--- src/rtl/imem_loader_pkg.sv ---
// rtl/imem_loader_pkg.sv - shared loader state encodings and stream constants
//
// Purpose: common definitions for the instruction-memory program loader.
// Contents:
//   BYTE_W       - width of one stream byte
//   WORD_W       - width of an instruction word / header count
//   BYTES_PER_W  - stream bytes per word
//   ldr_state_e  - loader FSM states
package imem_loader_pkg;

    localparam int BYTE_W      = 8;
    localparam int WORD_W      = 32;
    localparam int BYTES_PER_W = WORD_W / BYTE_W;

    typedef enum logic [2:0] {
        LDR_IDLE = 3'd0,
        LDR_HDR  = 3'd1,
        LDR_DATA = 3'd2,
        LDR_FIN  = 3'd3,
        LDR_DONE = 3'd4,
        LDR_ERR  = 3'd5
    } ldr_state_e;

endpackage

--- src/rtl/imem_loader_byte_packer.sv ---
// rtl/imem_loader_byte_packer.sv - big-endian byte-to-word packer
//
// Purpose: assembles four accepted stream bytes into one 32-bit word, first
// byte in bits [31:24]. Used for both the header count and the data words.
// Ports:
//   clk        in   clock, rising edge
//   resetn     in   synchronous active-low reset
//   in_byte    in   stream byte
//   accept     in   byte is being accepted this cycle
//   clear      in   restart assembly at byte 0
//   word       out  assembled word including the byte currently on in_byte
//   word_done  out  the 4th byte of a word is being accepted this cycle
module byte_packer
    import imem_loader_pkg::*;
(
    input  logic              clk,
    input  logic              resetn,
    input  logic [BYTE_W-1:0] in_byte,
    input  logic              accept,
    input  logic              clear,
    output logic [WORD_W-1:0] word,
    output logic              word_done
);

    logic [1:0]        cnt_q, cnt_d;
    logic [WORD_W-1:0] shift_q, shift_d;

    always_comb begin
        cnt_d   = cnt_q;
        shift_d = shift_q;
        if (clear) begin
            cnt_d   = 2'd0;
            shift_d = '0;
        end else if (accept) begin
            cnt_d   = cnt_q + 2'd1;
            shift_d = {shift_q[WORD_W-BYTE_W-1:0], in_byte};
        end
    end

    always_ff @(posedge clk) begin
        if (!resetn) begin
            cnt_q   <= 2'd0;
            shift_q <= '0;
        end else begin
            cnt_q   <= cnt_d;
            shift_q <= shift_d;
        end
    end

    // The word is complete in the same cycle its last byte arrives, so the
    // consumer can register it without waiting for the shift register.
    assign word      = {shift_q[WORD_W-BYTE_W-1:0], in_byte};
    assign word_done = accept && !clear && (cnt_q == 2'(BYTES_PER_W - 1));

endmodule

--- src/rtl/imem_loader.sv ---
// rtl/imem_loader.sv - serial program loader writing instruction memory
//
// Purpose: accepts a big-endian byte stream (4-byte word count, then words)
// and issues one registered 32-bit write per word starting at ADDR_OFFSET.
// busy holds the CPU in reset while a load is in progress.
// Parameters:
//   ADDR_WIDTH   byte-address width of instruction memory
//   ADDR_OFFSET  byte address of the first instruction word
// Ports:
//   clk       in   clock, rising edge
//   reset     in   synchronous active-low reset
//   start     in   begin a load (honoured in IDLE, DONE, ERR)
//   in_data   in   stream byte
//   in_valid  in   in_data valid
//   in_ready  out  loader accepts a byte this cycle
//   wr_en     out  one-cycle write strobe
//   wr_addr   out  word-aligned byte address of the write
//   wr_data   out  instruction word
//   busy      out  load in progress
//   done      out  sticky, load completed
//   error     out  sticky, header count exceeded capacity
module imem_loader
    import imem_loader_pkg::*;
#(
    parameter int          ADDR_WIDTH  = 12,
    parameter logic [31:0] ADDR_OFFSET = 32'h3000
) (
    input  logic              clk,
    input  logic              reset,
    input  logic              start,
    input  logic [BYTE_W-1:0] in_data,
    input  logic              in_valid,
    output logic              in_ready,
    output logic              wr_en,
    output logic [31:0]       wr_addr,
    output logic [31:0]       wr_data,
    output logic              busy,
    output logic              done,
    output logic              error
);

    localparam logic [31:0] MEM_WORDS = 32'd1 << (ADDR_WIDTH - 2);

    ldr_state_e        state_q, state_d;
    logic [31:0]       count_q, count_d;
    logic [31:0]       idx_q, idx_d;
    logic              wr_en_q, wr_en_d;
    logic [31:0]       wr_addr_q, wr_addr_d;
    logic [31:0]       wr_data_q, wr_data_d;

    logic              accept;
    logic              pk_clear;
    logic [WORD_W-1:0] pk_word;
    logic              pk_done;

    // Ready depends on registered state only: no path from in_valid.
    assign in_ready = (state_q == LDR_HDR) || (state_q == LDR_DATA);
    assign accept   = in_valid && in_ready;

    byte_packer u_packer (
        .clk       (clk),
        .resetn    (reset),
        .in_byte   (in_data),
        .accept    (accept),
        .clear     (pk_clear),
        .word      (pk_word),
        .word_done (pk_done)
    );

    always_comb begin
        state_d   = state_q;
        count_d   = count_q;
        idx_d     = idx_q;
        wr_en_d   = 1'b0;
        wr_addr_d = wr_addr_q;
        wr_data_d = wr_data_q;
        pk_clear  = 1'b0;

        case (state_q)
            LDR_IDLE, LDR_DONE, LDR_ERR: begin
                if (start) begin
                    state_d  = LDR_HDR;
                    pk_clear = 1'b1;
                    count_d  = '0;
                    idx_d    = '0;
                end
            end
            LDR_HDR: begin
                if (pk_done) begin
                    count_d = pk_word;
                    idx_d   = '0;
                    if (pk_word == 32'd0) begin
                        state_d = LDR_DONE;
                    end else if (pk_word > MEM_WORDS) begin
                        state_d = LDR_ERR;
                    end else begin
                        state_d = LDR_DATA;
                    end
                end
            end
            LDR_DATA: begin
                if (pk_done) begin
                    wr_en_d   = 1'b1;
                    wr_addr_d = ADDR_OFFSET + (idx_q << 2);
                    wr_data_d = pk_word;
                    if (idx_q == count_q - 32'd1) begin
                        state_d = LDR_FIN;
                    end else begin
                        idx_d = idx_q + 32'd1;
                    end
                end
            end
            // The last write strobe is on the bus during this state.
            LDR_FIN: begin
                state_d = LDR_DONE;
            end
            default: begin
                state_d = LDR_IDLE;
            end
        endcase
    end

    always_ff @(posedge clk) begin
        if (!reset) begin
            state_q   <= LDR_IDLE;
            count_q   <= '0;
            idx_q     <= '0;
            wr_en_q   <= 1'b0;
            wr_addr_q <= '0;
            wr_data_q <= '0;
        end else begin
            state_q   <= state_d;
            count_q   <= count_d;
            idx_q     <= idx_d;
            wr_en_q   <= wr_en_d;
            wr_addr_q <= wr_addr_d;
            wr_data_q <= wr_data_d;
        end
    end

    assign wr_en   = wr_en_q;
    assign wr_addr = wr_addr_q;
    assign wr_data = wr_data_q;
    assign busy    = (state_q == LDR_HDR) || (state_q == LDR_DATA) || (state_q == LDR_FIN);
    assign done    = (state_q == LDR_DONE);
    assign error   = (state_q == LDR_ERR);

endmodule
--- config.mk ---
export PLATFORM = sky130hd
export DESIGN_NAME = imem_loader
export DESIGN_NICKNAME = d
export VERILOG_FILES = /design/src/rtl/imem_loader_pkg.sv /design/src/rtl/imem_loader_byte_packer.sv /design/src/rtl/imem_loader.sv
export SDC_FILE = /design/constraint.sdc
export NUM_CORES = 1
export LEC_CHECK = 0
export ABC_AREA = 0
export ABC_CLOCK_PERIOD_IN_PS = 3370
export BUFFER_PORTS_ARGS = -buffer_cell sky130_fd_sc_hd__buf_2
export CORE_MARGIN = 3
export CORE_UTILIZATION = 53
export CTS_CLUSTER_SIZE = 28
export DETAILED_ROUTE_END_ITERATION = 8
export PLACE_DENSITY = 0.78
export SYNTH_ARGS = -nofsm -noshare
export SYNTH_HDL_FRONTEND = slang
export SYNTH_SLANG_ARGS = --single-unit
--- constraint.sdc ---
create_clock -name clk -period 3.37 [get_ports clk]
set_clock_uncertainty 0.1 [all_clocks]
set_input_delay 0.337 -clock clk [delete_from_list [all_inputs] [get_ports clk]]
set_output_delay 0.337 -clock clk [all_outputs]
set_load 0.01 [all_outputs]
==> results.md <==
Worst setup path:
- The worst setup path category is flop to flop.
- The largest individual stage delay along the critical path comes from the cell sky130_fd_sc_hd__or4b_4.
- STA puts the critical path data required time at 3630 ps.
- The buffer and inverter count on the worst path is 5.
- The capturing element type of the critical path is a flop.
- The category of cells accounting for the largest share of critical-path delay is simple AND/OR/NAND/NOR gates.
- Along the worst path, the maximum fanout reaches 15.
- The signal on the critical path passes through inv_2, ha_4, or4b_4, buf_6, nor4_4, buf_4, buf_4, nand4b_1, a31oi_4, o2111ai_4, o21ai_4, buf_6, o31ai_1, a21oi_1.
- The data arrival time at the worst-slack endpoint is 3600 ps.
- The critical path crosses 14 cells after its start point.
- STA classifies the critical path startpoint as a flop.
- The largest incremental delay on the critical path is 480 ps.
- The number of cell instances on the worst register-to-register path is 14.

Final layout:
- The repair_antennas step left the layout with diodes totalling 0.
- The relative area change from synthesis to final layout is 17.85%.
- After filler insertion, the fill cell instance count of the layout stands at 1213.
- The fraction of layout instances using a drive strength above 1 is 18.99%.
- The post-layout net count is 1036.
- Leaving out filler cells and counting taps, the final layout contains 1212.
- Cells fill 64.01% of the core in the end.

STA:
- The final hold violation count is 0.
- On the final layout, the worst hold slack is 82.54 ps.
- The shortest period the worst path allows is 3343 ps.
- Setup repair after global routing could not meet its margin everywhere.
- Measured against its own limit, the worst slew margin works out to 39.78%.
- Setup violations remaining at the end of the flow were counted as 0.
- The fmax is 0.2991 GHz.
- The setup slack of the critical path after layout is 27.09 ps.
- The count of final max-slew check failures came to 0.
- The worst-margin pin slew is 903.3 ps.
- The portion of the clock cycle consumed by the worst path in the final layout is 99.20%.

CTS:
- The clock drives 156 sinks.
- TritonCTS created 17 clock buffers.
- The number of buffers inserted for hold repair after clock tree synthesis is 0.
- The H-tree generated during clock tree synthesis spans 4 levels.
- The clock insertion delay at the later pin of the skew report is 440 ps.
- TritonCTS built the clock tree.
- The tree is rooted in a sky130_fd_sc_hd__clkbuf_16.
- In this run the deepest clock path goes through 2 buffers.
- The clock transition time at the flip-flop clock pins of the worst setup and hold paths is 60 ps.

Synth:
- The number of enable flip-flop cells after synthesis is 0.
- The synthesized flop and latch total is 156.
- The netlist uses 58 different library cells.
- Of the synthesized area, sequential elements account for 41.26%.
- For this run, the leading register cell type out of synthesis is sky130_fd_sc_hd__dfxtp_1.
- Summed over all instances, the cell type with the most area after synthesis is sky130_fd_sc_hd__dfxtp_1.
- The Yosys step of the flow raised 0 warnings.
- The average footprint of a synthesized cell is 7.933 sq um.
- After synthesis, the cell types taking the most area are sky130_fd_sc_hd__dfxtp_1, sky130_fd_sc_hd__nand2_1, sky130_fd_sc_hd__a21oi_1, sky130_fd_sc_hd__xnor2_1, sky130_fd_sc_hd__nor2_1.
- Synthesis produced 954 cells.
- Of all flip-flops after synthesis, the portion carrying an async set or reset was 0%.
- The synthesized netlist occupies a cell area of 7569 sq um.
- The share of synthesized area in the top cell type comes to 41.26%.
- Ranked by instance count, the synthesized netlist is headed by sky130_fd_sc_hd__nand2_1, sky130_fd_sc_hd__dfxtp_1, sky130_fd_sc_hd__a21oi_1.
- The most common cell in the synthesized netlist is sky130_fd_sc_hd__nand2_1.

Detailed routing:
- The wire length per cell is 16.69 um.
- In the detailed route, the total length drawn on met2 is 9.378 mm.
- The first TritonRoute pass finished after 5 iterations.
- In the detailed route, the total length drawn on met3 is 1.314 mm.
- The detail route stage leaves a number of antenna-violating nets equal to 0.
- The uppermost layer routed is met4.
- The DRC violation count after routing is 0.
- In the final routing, the length of wire on met1 measures 8.925 mm.
- The total via count in the routed design is 7225.
- The routed wire length is 20.23 mm.
- After detailed routing, the number of vias per cell comes to 5.961.
- After the first detailed-routing iteration, the DRC count stood at 605.

Placed design:
- The count of input and output buffers is 78.
- The final weighted congestion of routability-driven global placement is 0.9022.
- The detailed placer's ending HPWL is 13.39 mm.
- Timing analysis after detailed placement gives a worst setup slack of -22.11 ps.
- After detailed placement, the design holds a cell count of 1173.

Min path:
- The path class of the tightest hold or removal check is primary input to flop.
- The worst hold path was traced through 3 stages.

Power and ir drop:
- The internal portion of the total power is 2957 uW.
- Per report_power, the combinational group accounts for 5.9% of the total.
- IR analysis of the VDD net gives a maximum drop of 0.0003774 V.
- Registers are responsible for 47.6% of the overall power.
- Net switching is 24.61% of the power.
- In this run the static leakage power is 0.003209 uW.
- Of the total power, the clock network draws 46.5%.
- Summed over all nets, the switching power comes to 965.3 uW.
- Dividing total power by cell area gives a power density of 439.8 nW/um^2.

GRT:
- The initial antenna violation count is 0.
- Global routing used 24.33% of the available tracks across all layers.
- The global-route wire length before repair is 31.79 mm.
- The sum of overflow across all layers after global routing is 0.
- Entering global routing, the biggest net connects 67 pins.
- The number of global-route vias before repair is 6309.

Floorplan:
- The initial standard-cell utilization of the core is 54.31%.
- In this run the standard cell core region covers 13930 sq um.
- The floorplan step defined a die boundary enclosing 15750 sq um.
- The floorplan has 43 rows.
- Measured along the x axis, the die boundary spans 125.5 um.
- The number of top-level design ports is 81.
- The overall die height is 125.5 um.

Flow run:
- The tool flagged a number of max-cap violations equal to 0.

Status:
- The flow ran to the end, and the final reports show no timing, DRC or antenna violations.
[cell type report]
class,instances,area (sq um),share of cell area (%)
Multi-Input combinational cell,716,4198,47.06
Sequential cell,156,3126,35.04
Timing Repair Buffer,121,784.5,8.795
Clock buffer,19,442.9,4.966
Tap cell,180,225.2,2.525
Clock inverter,13,117.6,1.319
Inverter,7,26.28,0.2946
[layout by cell type (no fill, tap or decap), types with 4 or more instances in the layout]
| cell type | Yosys | layout |
|---|---|---|
| sky130_fd_sc_hd__nand2_1 | 169 | 169 |
| sky130_fd_sc_hd__dfxtp_1 | 156 | 154 |
| sky130_fd_sc_hd__a21oi_1 | 102 | 102 |
| sky130_fd_sc_hd__nor2_1 | 89 | 88 |
| sky130_fd_sc_hd__buf_2 | 7 | 78 |
| sky130_fd_sc_hd__xnor2_1 | 45 | 44 |
| sky130_fd_sc_hd__buf_4 | 2 | 36 |
| sky130_fd_sc_hd__a22oi_1 | 32 | 32 |
| sky130_fd_sc_hd__or3_1 | 34 | 32 |
| sky130_fd_sc_hd__nand3_1 | 23 | 23 |
| sky130_fd_sc_hd__nor3_1 | 25 | 22 |
| sky130_fd_sc_hd__a211oi_1 | 21 | 21 |
| sky130_fd_sc_hd__clkbuf_16 | 0 | 19 |
| sky130_fd_sc_hd__o21ai_0 | 18 | 17 |
| sky130_fd_sc_hd__nand4_1 | 15 | 15 |
| sky130_fd_sc_hd__xor2_1 | 15 | 15 |
| sky130_fd_sc_hd__nor4_1 | 17 | 13 |
| sky130_fd_sc_hd__or4_1 | 14 | 12 |
| sky130_fd_sc_hd__o21ai_1 | 6 | 7 |
| sky130_fd_sc_hd__o31ai_1 | 7 | 7 |
| sky130_fd_sc_hd__and3_1 | 6 | 6 |
| sky130_fd_sc_hd__and2_1 | 5 | 5 |
| sky130_fd_sc_hd__nor4_2 | 1 | 5 |
| sky130_fd_sc_hd__a31oi_1 | 6 | 5 |
| sky130_fd_sc_hd__inv_1 | 6 | 4 |
| sky130_fd_sc_hd__nor3b_1 | 4 | 4 |
| sky130_fd_sc_hd__or2_2 | 4 | 4 |
| sky130_fd_sc_hd__nand4b_1 | 4 | 4 |
| sky130_fd_sc_hd__and4_1 | 4 | 4 |
| sky130_fd_sc_hd__o21ai_2 | 4 | 4 |
| sky130_fd_sc_hd__ha_1 | 5 | 4 |
| sky130_fd_sc_hd__clkinv_2 | 0 | 4 |
| sky130_fd_sc_hd__clkinvlp_4 | 0 | 4 |
[sequential cells by signal (all words and copies together) (netlist names)]
name	flops
state_q	3
idx_q	32
wr_data	32
u_packer.cnt_q	2
u_packer.shift_q	24
wr_en	1
wr_addr	30
count_q	32
[metal layers]
layer | vias to the layer above | GRT usage (%)
met1 | 3382 | 32.94
met3 | 59 | 5.895
li1 | 3495 | -
met5 | - | 0
met2 | 289 | 38.45
met4 | 0 | 7.781
[power by group through the flow]
stage	Sequential (uW)	Combinational [uW]	Clock, uW
2_1_floorplan	1900	157	0
3_3_place_gp	1910	191	0
3_5_place_dp	1910	193	0
4_1_cts	1870	209	1840
5_1_grt	1870	250	1920
6_report	1870	233	1820
[worst register-to-register path, delay by kind of cell (launching register included)]
kind	cells	cell delay [ps]
DFF	1	330
buffers and inverters	5	730
adders and majority gates	1	130
and+or+nand+nor	3	980
AOI/OAI and AO/OA	5	980
[through the flow]
step / instance area, sq um / power (uW) / TNS (ps)
3_5_place_dp: 8153 / 2100 / -75.36
2_1_floorplan: 7572 / 2054 / 0
6_report: 8920 / 3923 / 0
5_1_grt: 8920 / 4035 / -1238
4_1_cts: 8757 / 3915 / 0
3_3_place_gp: 8153 / 2098 / 0
[cell families (layout without fill, tap and decap cells)]
family                     after synthesis  after routing  synth area share, %
and+or+nand+nor                        432            432                28.14
AOI/OAI and AO/OA                      212            212                17.21
DFF                                    156            156                41.26
buffers and inverters                   83            160                4.877
xor gates and xnor gates                60             60                6.943
adders and majority gates                5              5               0.8266
muxes                                    5              5               0.6943
other                                    1              2              0.04955
[worst paths after layout]
path | endpoint | from | slack, ps
max | idx_q[23]$_SDFFE_PN0P_ | count_q[0]$_SDFFE_PN0P_ | 30
min reg2reg | wr_addr[4]$_SDFFE_PN0P_ | wr_addr[4]$_SDFFE_PN0P_ | 350
max reg2reg | idx_q[23]$_SDFFE_PN0P_ | count_q[0]$_SDFFE_PN0P_ | 30
min | wr_data[3]$_SDFFE_PN0P_ | in_data[3] | 80
[repair_timing]
action,in CTS,in global routing
gates cloned,1,3
resized for setup,3,25
pin swaps,3,5
setup buffers,1,2
setup endpoints to repair,11,32
Power figures use the tool's default switching activity.
